[src/rtl/addr8s_pkg.sv]
// Shared types and widths for the dual-order (a+b / b+a) adder scheduler.
package addr8s_pkg;

  localparam int OPW  = 8;  // operand width
  localparam int SUMW = 9;  // adder result width
  localparam int RETW = 3;  // retry counter width
  localparam int FCW  = 8;  // fault counter width

  typedef enum logic [2:0] {
    IDLE = 3'd0,
    RUN1 = 3'd1,
    RUN2 = 3'd2,
    CMP  = 3'd3,
    RESP = 3'd4
  } state_t;

endpackage

[src/rtl/addr8s_tmr_sched_rr_arbiter.sv]
// Combinational round-robin arbiter: lowest requester at or above ptr wins,
// otherwise wraps to the lowest requester overall.
module rr_arbiter #(
  parameter int NREQ = 3,
  parameter int IDW  = 2
) (
  input  logic [NREQ-1:0] req,
  input  logic [IDW-1:0]  ptr,
  output logic [NREQ-1:0] grant,
  output logic [IDW-1:0]  idx,
  output logic            any
);

  logic [NREQ-1:0] upper;
  logic [NREQ-1:0] sel;

  for (genvar gi = 0; gi < NREQ; gi++) begin : g_mask
    assign upper[gi] = req[gi] && (IDW'(gi) >= ptr);
  end

  assign any = |req;

  always_comb begin
    sel = (|upper) ? upper : req;
    idx = '0;
    // Scan downwards so the lowest set bit is the last one written.
    for (int i = NREQ - 1; i >= 0; i--) begin
      if (sel[i]) idx = IDW'(i);
    end
  end

  always_comb begin
    grant = '0;
    if (any) grant = NREQ'(1) << idx;
  end

endmodule

[src/rtl/addr8s_tmr_sched.sv]
// Shares one external 8-bit signed adder between requesters; each addition is
// run in both operand orders and retried on disagreement to expose transients.
module addr8s_tmr_sched
  import addr8s_pkg::*;
#(
  parameter int NREQ      = 3,
  parameter int MAX_RETRY = 2,
  parameter int IDW       = 2
) (
  input  logic                 clk,
  input  logic                 rst,
  input  logic [NREQ-1:0]      req_valid,
  output logic [NREQ-1:0]      req_ready,
  input  logic [NREQ*OPW-1:0]  req_a,
  input  logic [NREQ*OPW-1:0]  req_b,
  output logic [OPW-1:0]       adr_a,
  output logic [OPW-1:0]       adr_b,
  input  logic [SUMW-1:0]      adr_sum,
  output logic                 rsp_valid,
  input  logic                 rsp_ready,
  output logic [IDW-1:0]       rsp_id,
  output logic [SUMW-1:0]      rsp_sum,
  output logic                 rsp_err,
  output logic [RETW-1:0]      rsp_retries,
  output logic [FCW-1:0]       fault_cnt,
  output logic                 busy
);

  state_t            state_reg;
  logic [IDW-1:0]    ptr_reg;
  logic [IDW-1:0]    id_reg;
  logic [OPW-1:0]    a_reg;
  logic [OPW-1:0]    b_reg;
  logic [RETW-1:0]   retry_reg;
  logic [SUMW-1:0]   r1_reg;
  logic [SUMW-1:0]   r2_reg;

  logic [NREQ-1:0]   grant;
  logic [IDW-1:0]    grant_idx;
  logic              grant_any;
  logic [IDW-1:0]    ptr_next;
  logic [OPW-1:0]    a_arr [NREQ];
  logic [OPW-1:0]    b_arr [NREQ];

  for (genvar gi = 0; gi < NREQ; gi++) begin : g_ops
    assign a_arr[gi] = req_a[gi*OPW +: OPW];
    assign b_arr[gi] = req_b[gi*OPW +: OPW];
  end

  rr_arbiter #(
    .NREQ (NREQ),
    .IDW  (IDW)
  ) u_arb (
    .req   (req_valid),
    .ptr   (ptr_reg),
    .grant (grant),
    .idx   (grant_idx),
    .any   (grant_any)
  );

  assign ptr_next  = (grant_idx == IDW'(NREQ - 1)) ? '0 : grant_idx + 1'b1;
  assign req_ready = (state_reg == IDLE && !rst) ? grant : '0;
  assign busy      = (state_reg != IDLE);

  // CMP keeps the swapped order so the adder inputs only change on retry.
  always_comb begin
    adr_a = '0;
    adr_b = '0;
    case (state_reg)
      RUN1: begin
        adr_a = a_reg;
        adr_b = b_reg;
      end
      RUN2, CMP: begin
        adr_a = b_reg;
        adr_b = a_reg;
      end
      default: ;
    endcase
  end

  always_ff @(posedge clk) begin
    if (rst) begin
      state_reg   <= IDLE;
      ptr_reg     <= '0;
      id_reg      <= '0;
      a_reg       <= '0;
      b_reg       <= '0;
      retry_reg   <= '0;
      r1_reg      <= '0;
      r2_reg      <= '0;
      rsp_valid   <= 1'b0;
      rsp_id      <= '0;
      rsp_sum     <= '0;
      rsp_err     <= 1'b0;
      rsp_retries <= '0;
      fault_cnt   <= '0;
    end else begin
      case (state_reg)
        IDLE: begin
          if (grant_any) begin
            a_reg     <= a_arr[grant_idx];
            b_reg     <= b_arr[grant_idx];
            id_reg    <= grant_idx;
            retry_reg <= '0;
            ptr_reg   <= ptr_next;
            state_reg <= RUN1;
          end
        end
        RUN1: begin
          r1_reg    <= adr_sum;
          state_reg <= RUN2;
        end
        RUN2: begin
          r2_reg    <= adr_sum;
          state_reg <= CMP;
        end
        CMP: begin
          if (r1_reg == r2_reg) begin
            rsp_valid   <= 1'b1;
            rsp_id      <= id_reg;
            rsp_sum     <= r1_reg;
            rsp_err     <= 1'b0;
            rsp_retries <= retry_reg;
            state_reg   <= RESP;
          end else begin
            if (fault_cnt != '1) fault_cnt <= fault_cnt + 1'b1;
            if (retry_reg < RETW'(MAX_RETRY)) begin
              retry_reg <= retry_reg + 1'b1;
              state_reg <= RUN1;
            end else begin
              // Out of retries: report the in-order result, flagged.
              rsp_valid   <= 1'b1;
              rsp_id      <= id_reg;
              rsp_sum     <= r1_reg;
              rsp_err     <= 1'b1;
              rsp_retries <= retry_reg;
              state_reg   <= RESP;
            end
          end
        end
        RESP: begin
          if (rsp_ready) begin
            rsp_valid <= 1'b0;
            state_reg <= IDLE;
          end
        end
        default: state_reg <= IDLE;
      endcase
    end
  end

endmodule

[config.mk]
export PLATFORM = sky130hd
export DESIGN_NAME = addr8s_tmr_sched
export DESIGN_NICKNAME = d
export VERILOG_FILES = /design/src/rtl/addr8s_pkg.sv /design/src/rtl/addr8s_tmr_sched_rr_arbiter.sv /design/src/rtl/addr8s_tmr_sched.sv
export SDC_FILE = /design/constraint.sdc
export NUM_CORES = 1
export LEC_CHECK = 0
export ABC_AREA = 1
export BUFFER_PORTS_ARGS = -buffer_cell sky130_fd_sc_hd__clkbuf_2
export CAP_MARGIN = 30
export CORE_MARGIN = 4
export CORE_UTILIZATION = 30
export DETAILED_ROUTE_END_ITERATION = 16
export GPL_TIMING_DRIVEN = 0
export PLACE_DENSITY = 0.52
export SLEW_MARGIN = 15
export SYNTH_ARGS = -nofsm -noshare
export SYNTH_HDL_FRONTEND = slang
export SYNTH_HIERARCHICAL = 1
export SYNTH_SLANG_ARGS = --single-unit
export TNS_END_PERCENT = 5
[constraint.sdc]
create_clock -name clk -period 3.9 [get_ports clk]
set_input_delay 0.78 -clock clk [delete_from_list [all_inputs] [get_ports clk]]
set_output_delay 0.78 -clock clk [all_outputs]
set_load 0.005 [all_outputs]
Yosys cells after proc, flatten, opt, wreduce, memory -nomap -nowiden --
Cells that the tools add are included.
Cells by class: add/sub/neg operators 3, order comparisons 5, equality and inequality tests 13, shift operators 1, muxes and demuxes 35, bitwise operators 2, reductions and logical operators 18
Operators by type and width (count):
- two-way mux 3 bit | 12
- binary-select mux 8 bit (select 2 bit) | 2
- two-way mux 8 bit | 4
- one-hot mux 8 bit (2 select lines) | 2
- two-way mux 9 bit | 2
- one-hot mux 3 bit (5 select lines) | 1
- two-way mux 2 bit | 6
- != test 2 bit (second input constant) | 5
- == test 9 bit | 1
- adder 8 x 1 -> 8 bit (second input constant) | 1
- != test 8 bit (second input constant) | 1
- == test 3 x 2 -> 1 bit (second input constant) | 2
- one-hot mux 3 bit (2 select lines) | 1
- AND reduction 2 bit | 3
- AND reduction 3 bit | 2
- OR reduction 3 bit | 2
- >= comparator 1 x 2 -> 1 bit (first input constant) | 2
- logical AND 1 bit | 4
- two-way mux 1 bit | 4
- AND reduction 4 bit | 1
- nonzero test 2 bit | 2
- adder 3 x 1 -> 3 bit (second input constant) | 1
- == test 3 x 1 -> 1 bit (second input constant) | 1
- == test 3 bit (second input constant) | 1
- 14 further kinds | 14
Word-level totals: register bits 68, input bits 63, word-level logic and storage cells 91

Depth between registers and ports, before layout --
depth after elaboration 11, depth in mapped cells 12, mapped depth without buffers 12

Modules after synthesis --
Netlist, hierarchy kept.
Modules (own cells, without submodules):
- addr8s_tmr_sched | instances 1, cells each 456, area each 3189.3 um2, seq. area each 1361.3 um2
- rr_arbiter | instances 1, cells each 23, area each 117.6 um2, seq. area each 0.0 um2

Worst setup path before layout --
Ideal clock, no wire load.
path type input port to output port, start point input rst, end point output req_ready[0], arrival time 1.517 ns, data required time 3.120 ns, path slack 1.603 ns, stages 5, cell sequence clkbuf_1 > inv_1 > buf_1 > nand2_1 > nor2_1
On the way: cells in the longest elaborated chain, start to end 3
RTL lines:
- start, declared | line addr8s_tmr_sched.sv:11 | input logic rst,
- logical NOT 1 bit | line addr8s_tmr_sched.sv:62 | assign req_ready = (state_reg == IDLE && !rst) ? grant : '0;
- logical AND 1 bit | line addr8s_tmr_sched.sv:62
- two-way mux 3 bit | line addr8s_tmr_sched.sv:62
- end, declared | line addr8s_tmr_sched.sv:13 | output logic [NREQ-1:0] req_ready,
No other way between the ends.

Final worst setup path --
start point input rst, end point output req_ready[1]
Same word-level chain as after synthesis.

==> impl_results.md <==
- M2 GR Usage: 0.2721
- Final wirelength: between 10 and 15 mm
- Worst Setup Start Kind: input port
- Worst Path Arrival: 2.15 ns
- Number of core rows: 38
- Worst min-delay path category: flop to flop
- CTS buffer count: 9
- Post-synth EDFFs: 0
- Drt drc: 0
- Clk sinks: 68
- Antenna cells: 0
- Via count: 3413
- Unique cell type count in the Yosys netlist: 29
- Most numerous cell in the Yosys netlist: nand2_1
- Area delta synth->final: 27.73%
- Clock root buffer: clkbuf_8
- Cell count after synthesis: approximately 480
- Final Hold Fails: 0
- RSZ-0062 raised after global routing: false
- Die height: 113.0 um
- Remaining global-route overflow: 0
- Largest net degree at the start of global routing: 12
- CTS H-Tree Depth: 3
- Most used routing layer: met2
- Yosys synthesis warning count: 6
- First DRT Iteration DRCs: roughly 190
- Routed Antenna Nets: 0
- Post-DR vias/cell: ~4.6
- TritonCTS clock tree: yes
- Post-cts repair resize count: 0
- Drt wl/cell: approximately 14 um
- Final Power: about 1.8 mW
- Critical Path Fanout Max: 10
- Syn_area_per_cell: between 6 and 7 um2
- Die ar.: 0.01277 mm2
- GRT met3 Usage: 0.02834
- Syn nets: approximately 540
- Synth top area share: 0.4117
- Slew Viols, Final: 0
- Ys async rst share: 0
- Critical Path Sink Type: primary output
- Detail Placement HPWL: approximately 7.7 mm
- Worst Clk Skew: approximately 0.009 ns
- Crit path kind: input port to primary output
- Tcrit/Tclk final: 0.7502
- Predominant post-synthesis flop cell: dfxtp_1
- Peak Freq: approximately 340 MHz
- Vias in the first global route: approximately 3500
- Post-Syn Area: 0.003307 mm2
- Crit path required time: approximately 3.1 ns
- Worst-case clock buffer depth: 2
- Largest area contributor in the netlist: dfxtp_1
- Seq cells post-synth: 68
- Top cells by count, synth: nand2_1, dfxtp_1, inv_1
- VDD IR max: ~0.19 mV
- Global-route wire length before repair: approximately 17 mm
- GR Util All Layers: 0.1629
- Setup_tns: 0 ns
- Port Buf Inserts: approximately 110
- GPL Wtd Cong: 0.8252
- Horiz. Die Dim: approximately 110 um
- Seq/Total Area, Yosys: 0.4117
- CTS clk-pin slew, worst paths: 0.07 ns
- Worst r2r src: ptr_reg[1]
- PD cells: approximately 430 mW/mm2
- Hold-fix buffers at CTS: 0
- Setup bufs post-CTS: 0
- Met1 global-route usage: 0.2103
- Leak Pwr: between 1.5 and 2 nW
- Final #Nets: 660
- Clock latency on the worst-skew pair: 0.34 ns
- Area contributors post-synth: dfxtp_1, nand2_1, o21ai_0
- Initial Utilization: 0.3064
- Share of cells above drive strength 1: 0.2517
- First-pass detailed-route iteration total: 4
- CP startpoint: rst
- Max_slew headroom: 0.5789
- Hold Path Origin: r2_reg[1]
- Core footprint: approximately 0.011 mm2
- Worst Tran Pin Value: 0.6316 ns
- # IOs: about 110
- Run status: complete, no violations
- Endpoints failing setup: 0
- Initial antenna violation count: 0
- Maxcap violations: 0
- Tmin final: about 2.9 ns
-- cell families (layout without fill, tap and decap cells) --
| kind of cell | Yosys count | in the layout | share of synthesized area |
|---|---|---|---|
| xor+xnor | 7 | 7 | 0.01854 |
| flops | 68 | 68 | 0.4117 |
| compound gates | 118 | 118 | 0.2058 |
| buf+inv | 87 | 208 | 0.1109 |
| simple gates | 197 | 197 | 0.2456 |
| fa+ha+maj | 2 | 2 | 0.007566 |
-- stage by stage --
step	cell area [um2]	utilization	hold slack (ns)	instances	worst slack, ns
5_1_grt	4224	0.3914	0.4895	740	0.7970
2_1_floorplan	3307	-	0.4363	479	1.603
6_report	4224	0.3914	0.4616	740	0.9742
4_1_cts	4224	0.3914	0.4631	740	0.9427
3_5_place_dp	4008	0.3713	0.4526	724	0.9412
3_3_place_gp	4008	0.3713	0.4465	724	0.9920
-- where the power goes --
group	switching, mW	internal [mW]	total [mW]	leakage, nW
clock network	0.273	0.375	0.648	0.113
logic	0.227	0.137	0.364	1.29
registers	0.0357	0.751	0.786	0.556
total	0.536	1.26	1.80	1.96
-- critical path, cell delays in order --
cell      delay, ns
clkbuf_1       0.23
inv_1          0.22
buf_1          0.42
nand2_1        0.17
nor2_1         0.18
clkbuf_2       0.14
-- path summary, 6_finish.rpt --
path             endpoint  cells after the start  slack (ns)
max reg2reg      a_reg[1]                      9        1.68
min             r2_reg[1]                      2        0.46
max          req_ready[1]                      6        0.97
min reg2reg     r2_reg[1]                      2        0.46
-- layout make-up --
class	count	area, um2
plain buffers	23	126.4
clock buffers	11	141.4
clock inverters	5	75.07
fillers	1182	6569
inverters	64	240.2
multi-input cells	324	1579
flip-flops and latches	68	1361
well taps	140	175.2
repair buffers	105	525.5
-- layer usage --
metal	wire length [um]	vias up
met5	0	-
met4	78	0
met3	493	6
met2	4744	81
met1	4824	1536
li1	-	1790
-- cell usage in the layout (no fill, tap or decap), types with 10 or more instances in the layout --
master / netlist / routed
nor2_1: 48 / 48
inv_1: 55 / 55
clkbuf_2: 0 / 105
a21oi_1: 34 / 34
nand2_1: 117 / 117
clkbuf_1: 12 / 13
a41oi_1: 11 / 11
clkbuf_8: 0 / 10
nand3_1: 13 / 13
dfxtp_1: 68 / 68
o22ai_1: 16 / 16
o21ai_0: 48 / 48
Power figures use the tool's default switching activity.
